**config.mk**
```make
export PLATFORM = sky130hd
export DESIGN_NAME = regfile_scoreboard
export DESIGN_NICKNAME = d
export VERILOG_FILES = /design/src/rtl/regfile_pkg.sv /design/src/rtl/regfile_read_port.sv /design/src/rtl/regfile_scoreboard.sv
export SDC_FILE = /design/constraint.sdc
export NUM_CORES = 2
export LEC_CHECK = 0
export ABC_AREA = 0
export BUFFER_PORTS_ARGS = -buffer_cell sky130_fd_sc_hd__buf_2
export CORE_ASPECT_RATIO = 1.4
export CORE_UTILIZATION = 55
export DETAILED_ROUTE_END_ITERATION = 8
export GPL_ROUTABILITY_DRIVEN = 0
export PLACE_DENSITY = 0.74
export SLEW_MARGIN = 40
export SYNTH_ARGS = -nofsm -noshare
export SYNTH_HDL_FRONTEND = slang
export SYNTH_SLANG_ARGS = --single-unit
export TNS_END_PERCENT = 30
```
**constraint.sdc**
```tcl
create_clock -name Clk -period 36.4 [get_ports Clk]
set_clock_uncertainty 0.2 [all_clocks]
set_input_delay 9.1 -clock Clk [delete_from_list [all_inputs] [get_ports Clk]]
set_output_delay 9.1 -clock Clk [all_outputs]
set_load 0.03 [all_outputs]
```
**src/rtl/regfile_pkg.sv**
```systemverilog
// Shared constants and helpers for the register file with busy scoreboard.
// Optional feature macro: REGFILE_BYPASS_EN (write-to-read forwarding).
package regfile_pkg;

    localparam int DefaultWidth = 32;
    localparam int DefaultDepth = 32;
    localparam int DefaultNread = 2;
    localparam int ZeroReg      = 0;

    // True for an address that names a real, writable register.
    function automatic logic addrLive(input int unsigned addr, input int unsigned depth);
        return (addr != 32'(ZeroReg)) && (addr < depth);
    endfunction

endpackage

```
**src/rtl/regfile_read_port.sv**
```systemverilog
// One asynchronous read port: data mux, busy lookup and optional forwarding.
// Forwarding path is present only when REGFILE_BYPASS_EN is defined.
module regfile_read_port
    import regfile_pkg::*;
#(
    parameter int WIDTH = DefaultWidth,
    parameter int DEPTH = DefaultDepth,
    parameter int AW    = $clog2(DEPTH)
) (
    input  logic [AW-1:0]    addr,
    input  logic [WIDTH-1:0] regs [DEPTH],
    input  logic [DEPTH-1:0] busy,
`ifdef REGFILE_BYPASS_EN
    input  logic             bypassValid,
    input  logic [AW-1:0]    bypassAddr,
    input  logic [WIDTH-1:0] bypassData,
`endif
    output logic [WIDTH-1:0] data,
    output logic             dataBusy
);

    logic addrOk;

    assign addrOk = addrLive(32'(addr), 32'(DEPTH));

    // Select register contents and busy state; zero/out-of-range addresses read idle zero.
    always_comb begin
        data     = {WIDTH{1'b0}};
        dataBusy = 1'b0;
        if (addrOk) begin
            data     = regs[addr];
            dataBusy = busy[addr];
        end else begin
            data     = {WIDTH{1'b0}};
            dataBusy = 1'b0;
        end
`ifdef REGFILE_BYPASS_EN
        // bypassValid already implies a live, nonzero write address
        if (bypassValid && (bypassAddr == addr)) begin
            data     = bypassData;
            dataBusy = 1'b0;
        end else begin
            data     = data;
            dataBusy = dataBusy;
        end
`endif
    end

endmodule

```
**src/rtl/regfile_scoreboard.sv**
```systemverilog
// Register file with per-register busy scoreboard and registered busy counter.
// Define REGFILE_BYPASS_EN to forward same-cycle write data to the read ports.
module regfile_scoreboard
    import regfile_pkg::*;
#(
    parameter int WIDTH = DefaultWidth,
    parameter int DEPTH = DefaultDepth,
    parameter int NREAD = DefaultNread,
    localparam int AW   = $clog2(DEPTH)
) (
    input  logic                   Clk,
    input  logic                   Reset,
    input  logic [NREAD*AW-1:0]    ReadRegister,
    output logic [NREAD*WIDTH-1:0] ReadData,
    output logic [NREAD-1:0]       ReadBusy,
    input  logic [AW-1:0]          WriteRegister,
    input  logic [WIDTH-1:0]       WriteData,
    input  logic                   RegWrite,
    input  logic [AW-1:0]          IssueRegister,
    input  logic                   IssueValid,
    input  logic                   Flush,
    output logic [AW:0]            BusyCount
);

    logic [WIDTH-1:0] regs [DEPTH];
    logic [DEPTH-1:0] busy;
    logic [DEPTH-1:0] busyNext;
    logic             writeHit;
    logic             issueHit;
    logic             countUp;
    logic             countDown;

    assign writeHit = RegWrite & ~Reset & addrLive(32'(WriteRegister), 32'(DEPTH));
    assign issueHit = IssueValid & ~Reset & addrLive(32'(IssueRegister), 32'(DEPTH));

    // Next busy vector: flush beats issue, and issue beats a same-register writeback.
    always_comb begin
        busyNext = {DEPTH{1'b0}};
        for (int i = 0; i < DEPTH; i++) begin
            if (Flush) begin
                busyNext[i] = 1'b0;
            end else if (issueHit && (IssueRegister == AW'(i))) begin
                busyNext[i] = 1'b1;
            end else if (writeHit && (WriteRegister == AW'(i))) begin
                busyNext[i] = 1'b0;
            end else begin
                busyNext[i] = busy[i];
            end
        end
    end

    // Incremental count deltas; a write to the register being re-issued nets to zero.
    always_comb begin
        countUp   = 1'b0;
        countDown = 1'b0;
        if (!Flush) begin
            countUp   = issueHit && !busy[IssueRegister];
            countDown = writeHit && busy[WriteRegister]
                        && !(issueHit && (IssueRegister == WriteRegister));
        end else begin
            countUp   = 1'b0;
            countDown = 1'b0;
        end
    end

    // Busy bits and busy counter.
    always_ff @(posedge Clk or posedge Reset) begin
        if (Reset) begin
            busy      <= {DEPTH{1'b0}};
            BusyCount <= {(AW+1){1'b0}};
        end else begin
            busy <= busyNext;
            if (Flush) begin
                BusyCount <= {(AW+1){1'b0}};
            end else begin
                case ({countUp, countDown})
                    2'b10:   BusyCount <= BusyCount + (AW+1)'(1);
                    2'b01:   BusyCount <= BusyCount - (AW+1)'(1);
                    default: BusyCount <= BusyCount;
                endcase
            end
        end
    end

    // Register storage; entry 0 is never written so it stays zero.
    always_ff @(posedge Clk or posedge Reset) begin
        if (Reset) begin
            for (int i = 0; i < DEPTH; i++) begin
                regs[i] <= {WIDTH{1'b0}};
            end
        end else if (writeHit) begin
            regs[WriteRegister] <= WriteData;
        end
    end

    for (genvar k = 0; k < NREAD; k++) begin : gRead
        regfile_read_port #(
            .WIDTH (WIDTH),
            .DEPTH (DEPTH),
            .AW    (AW)
        ) uReadPort (
            .addr        (ReadRegister[k*AW +: AW]),
            .regs        (regs),
            .busy        (busy),
`ifdef REGFILE_BYPASS_EN
            .bypassValid (writeHit),
            .bypassAddr  (WriteRegister),
            .bypassData  (WriteData),
`endif
            .data        (ReadData[k*WIDTH +: WIDTH]),
            .dataBusy    (ReadBusy[k])
        );
    end

endmodule

```
=== After elaboration in Yosys (flattened, before gate mapping) ===
Index checks and enable logic that the tools add are counted.

* Bits in registers: 1,062
* Input port bits: 57
* Output and inout bits: 72
* Logic and storage cells: 379

* $add $sub $neg: 2
* Order comparisons: 8
* Equality and inequality tests: 65
* Mux-type cells: 121
* Bitwise gates (word level): 8
* Reduce and logical (&&, ||, !) cells: 110

{| class="wikitable"
|+ Operators by type and width
! operator !! number
|-
| $bwmux 1024 || 1
|-
| $bmux 32 s5 || 2
|-
| $mux 32 || 7
|-
| $demux 32 s5 || 1
|-
| $eq 5x5->1 const B || 32
|-
| $mux 1 || 104
|-
| $reduce_bool 3->1 || 33
|-
| $eq 5x4->1 const B || 16
|-
| $logic_and 1x1->1 || 69
|-
| $eq 5x3->1 const B || 8
|-
| $lt 5x6->1 const B || 4
|-
| $bmux 1 s5 || 4
|-
| $eq 5x2->1 const B || 4
|-
| $reduce_bool 5->1 || 4
|-
| $ge 6x6->1 const B || 3
|-
| $not 5->6 || 3
|-
| $pmux 6 s2 || 1
|-
| $eq 5x1->1 const B || 2
|-
| $logic_not 5->1 || 2
|-
| $add 6x1->6 const B || 1
|-
| $lt 6x1->1 const B || 1
|-
| $mux 6 || 1
|-
| $sub 6x1->6 const B || 1
|-
| $eq 5x5->1 || 1
|-
| other kinds (5) || 9
|}

=== Depth between registers and ports, before layout ===
* Depth in word-level cells: 10
* Mapped depth: 14
* Mapped depth without buffers: 12

=== Cells and area by module ===
Synthesis repeated with hierarchy kept, for this count alone.

* Cells, all modules: 3,915
* Area, all modules: 57,931.8 µm²

{| class="wikitable"
|+ Modules (own cells, without submodules)
! module !! instances !! cells each !! area an instance (µm²) !! seq. area each (µm²)
|-
| regfile_scoreboard || 1 || 2,547 || 40,432.5 || 26,575.5
|-
| regfile_read_port || 2 || 684 || 8,749.6 || 0.0
|}

=== Least setup slack after synthesis ===
Ideal clock, no wire load.

* Path type: input to register
* Start point: input Reset
* End point: register busy[11]
* Setup time: 0.078 ns
* Data arrival time: 33.915 ns
* Path slack: 2.207 ns
* Stages: 5
* Path through: inv_1 -> and4_1 -> clkbuf_1 -> nand2_1 -> a21oi_1

* Longest elaborated chain between the ends: 6

{| class="wikitable"
|+ Ends and longest elaborated chain
! item !! RTL line !! RTL
|-
| start: declaration || regfile_scoreboard.sv:12 || <nowiki>input logic Reset,</nowiki>
|-
| $not 1->1 (*) || regfile_scoreboard.sv:33, regfile_scoreboard.sv:34 ||
|-
| $and 1x1->1 (2 in a row) || regfile_scoreboard.sv:34 || <nowiki>assign issueHit = IssueValid & ~Reset & addrLive(32'(IssueRegister), 32'(DEPTH));</nowiki>
|-
| $logic_and 1x1->1 || regfile_scoreboard.sv:42 || <nowiki>end else if (issueHit && (IssueRegister == AW'(i))) begin</nowiki>
|-
| $mux 1 || regfile_scoreboard.sv:42 ||
|-
| $mux 1 || regfile_scoreboard.sv:40 || <nowiki>if (Flush) begin</nowiki>
|-
| end signal: assignment || regfile_scoreboard.sv:69 || <nowiki>busy <= {DEPTH{1'b0}};</nowiki>
|-
| end signal: assignment || regfile_scoreboard.sv:72 || <nowiki>busy <= busyNext;</nowiki>
|-
| end: declaration || regfile_scoreboard.sv:26 || <nowiki>logic [DEPTH-1:0] busy;</nowiki>
|}

Every way passes the cells marked *; elsewhere a longest branch is shown, timed or not.
A chain may end at the register's enable or synchronous reset.

=== Worst setup path after layout ===
* Start point: input ReadRegister[5]
* End point: output ReadData[61]

* Longest elaborated chain between the ends: 5

{| class="wikitable"
|+ Ends and longest elaborated chain
! item !! RTL line !! RTL
|-
| start: declaration || regfile_scoreboard.sv:13 || <nowiki>input logic [NREAD*AW-1:0] ReadRegister,</nowiki>
|-
| $not 5->6 (implied by the code) || regfile_read_port.sv:31 || <nowiki>data = regs[addr];</nowiki>
|-
| $bmux 32 s5 || regfile_read_port.sv:31 ||
|-
| $mux 32 (implied by the code) (2 in a row) || regfile_read_port.sv:31 ||
|-
| $mux 32 (*) || regfile_read_port.sv:30 || <nowiki>if (addrOk) begin</nowiki>
|-
| end: declaration || regfile_scoreboard.sv:14 || <nowiki>output logic [NREAD*WIDTH-1:0] ReadData,</nowiki>
|}

Every way passes the cells marked *; elsewhere a longest branch is shown, timed or not. The select of a mux whose other input is x is not followed.

==> results.py <==
metrics = {
    "status": {
        "status": "complete, but fails checks",
        "violations": "design-rule violations",
    },
    "setup_path": {
        "crit_type": "in -> out",
        "worst_ep_required_time_ns": 27.10,
        "crit_path_start_kind": "primary input",
        "cp-end-kind": "output port",
        "arrival_ns": 12.92,
        "crit_fanout": 52,
    },
    "layout": {
        "nNetsFinal": 3461,
        "drive_gt1_share_pct": 59.6,
        "final-seq-area_mm2": 0.0266,
        "final_area_mm2": 0.0624,
        "multi_input_area_mm2": 0.0288,
        "final_cell_mix": "dfrtp_1 (1062), mux2_2 (992), mux4_2 (666)",
        "layout.cells.most_common": "dfrtp_1",
        "fill_cells": 7271,
        "fin_util_pct": 60.8,
        "syn_to_final_growth_pct": 9.68,
    },
    "power_and_ir_drop": {
        "ir_worst_vdd_v": 0.0000460,
        "power_leakage_nw": 27.7,
        "power_mw": 3.12,
        "p_int_mw": 2.31,
        "powerDensity_mw_per_mm2": 50.0,
        "p_clk_share_pct": 36.4,
        "pwr-share-seq_pct": 46.0,
        "combPwrFrac_pct": 17.6,
        "power_switching_mw": 0.817,
        "switching_share_pct": 26.1,
    },
    "sta": {
        "rsz0062_at_grt": "no",
        "setup_viol": 0,
        "final_max_slew_viol_count": 0,
        "hold_viol_final": 0,
        "setup_tns_ns": 0,
        "worstMarginPinSlew_ns": 0.954,
        "fin_crit_sh_pct": 61.0,
        "fin_hold_ws_ns": 0.195,
        "layout_min_cycle_time_ns": 22.22,
        "max_freq_mhz": 45.0,
        "max-slew-margin-rel_pct": 36.4,
    },
    "route": {
        "vias": 34300,
        "drtAntennaViolNets": 0,
        "wl_met3_mm": 13.4,
        "wl_met1_mm": 61.2,
        "met2WireLength_mm": 78.4,
        "topRoutingLayerUsed": "met5",
        "drtIter0Drc": 3528,
        "avgRoutedWirePerCell_um": 33.3,
        "wirelength_mm": 161,
        "viasPerCell": 7.11,
        "remaining_drc_errors": 40,
        "dr.pass1.iters": 7,
    },
    "clock_tree": {
        "htreeDepth": 3,
        "cts_hold_buf": 0,
        "cts_resized": 0,
        "clkLatencyLatePin_ns": 0.70,
        "cts_made_buffers": 100,
        "tritoncts": "done",
        "clkSinkCount": 1062,
        "root_buffer": "clkbuf_16",
        "clock_path_buffers": 3,
        "postCtsSetupRepairBufs": 0,
        "clkSlewWorstSetupHoldPaths_ns": 0.06,
    },
    "synth": {
        "synth_mux_area_share_pct": 47.6,
        "synth_compound_area_share_pct": 0.701,
        "synth_top_family_by_area": "multiplexers",
        "yosysSeqAreaShare_pct": 46.7,
        "syn-mean-instance-area_um2": 16.3,
        "synth-seq-cells": 1062,
        "synth_ff_type": "dfrtp_1",
        "yosysTopAreaCell": "dfrtp_1",
        "synth_top_area_share_pct": 46.7,
        "synthTopCellsByArea": "dfrtp_1 (47%), mux4_2 (26%), mux2_2 (20%), clkbuf_1 (1.6%), mux2i_1 (1.4%)",
        "synth_cell_type_count": 48,
        "synth-edff-count": 0,
        "synth_xor_area_share_pct": 0.187,
        "async_flop_share_pct": 100,
        "synth_fa_ha_area_share_pct": 0.123,
        "syn_inst": 3500,
        "synth-simple-area-share_pct": 1.66,
        "synth_nets": 3562,
        "ys_warn_count": 0,
        "synth_area_mm2": 0.0569,
    },
    "global_route": {
        "grt_pass1_vias": 37200,
        "grt_overflow_total": 0,
        "grt_pass1_wl_mm": 245,
        "track_usage_pct": 31.8,
        "antenna_found_initial": 11,
        "grt_max_degree": 111,
    },
    "floorplan": {
        "start_util_pct": 55.5,
        "ios": 129,
        "placement_rows": 139,
        "fp.dieW_um": 274,
        "coreArea_mm2": 0.103,
        "dieArea_mm2": 0.105,
        "chipHeight_um": 383,
    },
    "place": {
        "dpl-instance-area_mm2": 0.0587,
        "dp_hpwl_mm": 91.7,
        "io_buffers": 128,
    },
    "job": {
        "cap_violations": 0,
    },
    "min_path": {
        "min_path_type": "reg -> reg",
    },
}
synth_stat cells (all sizes together), types with 2 or more instances:
cell type	number
and2	9
nor2	108
and3b	3
a21oi	21
dfrtp	1062
xor2	8
mux2i	79
nand2b	15
nor2b	5
clkbuf	250
xnor2	2
o2111ai	2
or4	3
nor4	3
o21ai	12
a22oi	15
nand3b	7
nand3	3
buf	161
nand2	36
mux2	992
nor3	6
inv	2
a211oi	2
ha	4
mux4	672
nor3b	4
power by group through the flow:
stage | Clock (mW) | Sequential (mW) | Combinational, mW
after global routing | 1.19 | 1.46 | 0.584
after detailed placement | 0 | 1.46 | 0.549
after floorplan | 0 | 1.42 | 0.437
final | 1.14 | 1.44 | 0.549
after global placement | 0 | 1.44 | 0.526
after CTS | 1.15 | 1.43 | 0.551
sequential cells by signal (all words and copies together) (netlist names):
signal and flops:
regs 1024, busy 32, BusyCount 6
per-layer routing:
metal	up-vias	GRT usage, %
met4	10	14.3
met2	1704	50.4
li1	13400	-
met5	-	0
met1	18700	43.0
met3	438	5.98
cells by family (layout without fill, tap and decap cells):
| family | after synthesis | count (layout) |
|---|---|---|
| muxes | 1743 | 1743 |
| DFF | 1062 | 1062 |
| buffers and inverters | 413 | 393 |
| and+or+nand+nor | 206 | 206 |
| AOI/OAI and AO/OA | 61 | 61 |
| xor gates and xnor gates | 10 | 10 |
| adders and majority gates | 5 | 5 |
| other | 0 | 4 |
critical path, cell delays in order:
cell     delay [ns]
buf_8          0.38
buf_12         0.40
buf_16         0.38
buf_6          0.64
mux4_2         0.60
mux4_2         0.50
mux2i_1        0.44
nor2_1         0.10
buf_2          0.20
cell type report:
| type | instances | area share [%] |
|---|---|---|
| multi-input cells | 2025 | 46.2 |
| flip-flops and latches | 1062 | 42.6 |
| clock buffers | 134 | 4.55 |
| repair buffers | 208 | 2.81 |
| well taps | 1339 | 2.68 |
| clock inverters | 49 | 1.15 |
| inverters | 2 | 0.0180 |
| diodes | 4 | 0.0160 |
final timing paths:
check / start / cells after the start / endpoint / slack [ns]
hold reg to reg: regs[1009]$_DFFE_PP0P_ / 0 / regs[1009]$_DFFE_PP0P_ / 0.19
min in group asynchronous: Reset / 2 / BusyCount[5]$_DFFE_PP0P_ / 8.25
hold / removal: regs[1009]$_DFFE_PP0P_ / 0 / regs[1009]$_DFFE_PP0P_ / 0.19
setup reg to reg: busy[12]$_DFFE_PP0P_ / 12 / BusyCount[5]$_DFFE_PP0P_ / 32.85
setup / recovery: ReadRegister[5] / 9 / ReadData[61] / 14.18
max in group asynchronous: Reset / 8 / regs[79]$_DFFE_PP0P_ / 24.35
metrics by stage:
| step | setup slack (ns) | std cells |
|---|---|---|
| 3_5_place_dp | 13.98 | 4632 |
| 6_report | 14.18 | 4823 |
| 2_1_floorplan | 9.71 | 3500 |
| 3_3_place_gp | 13.87 | 4620 |
| 5_1_grt | 13.90 | 4822 |
| 4_1_cts | 13.98 | 4815 |
(Power assumes the default switching activity.)
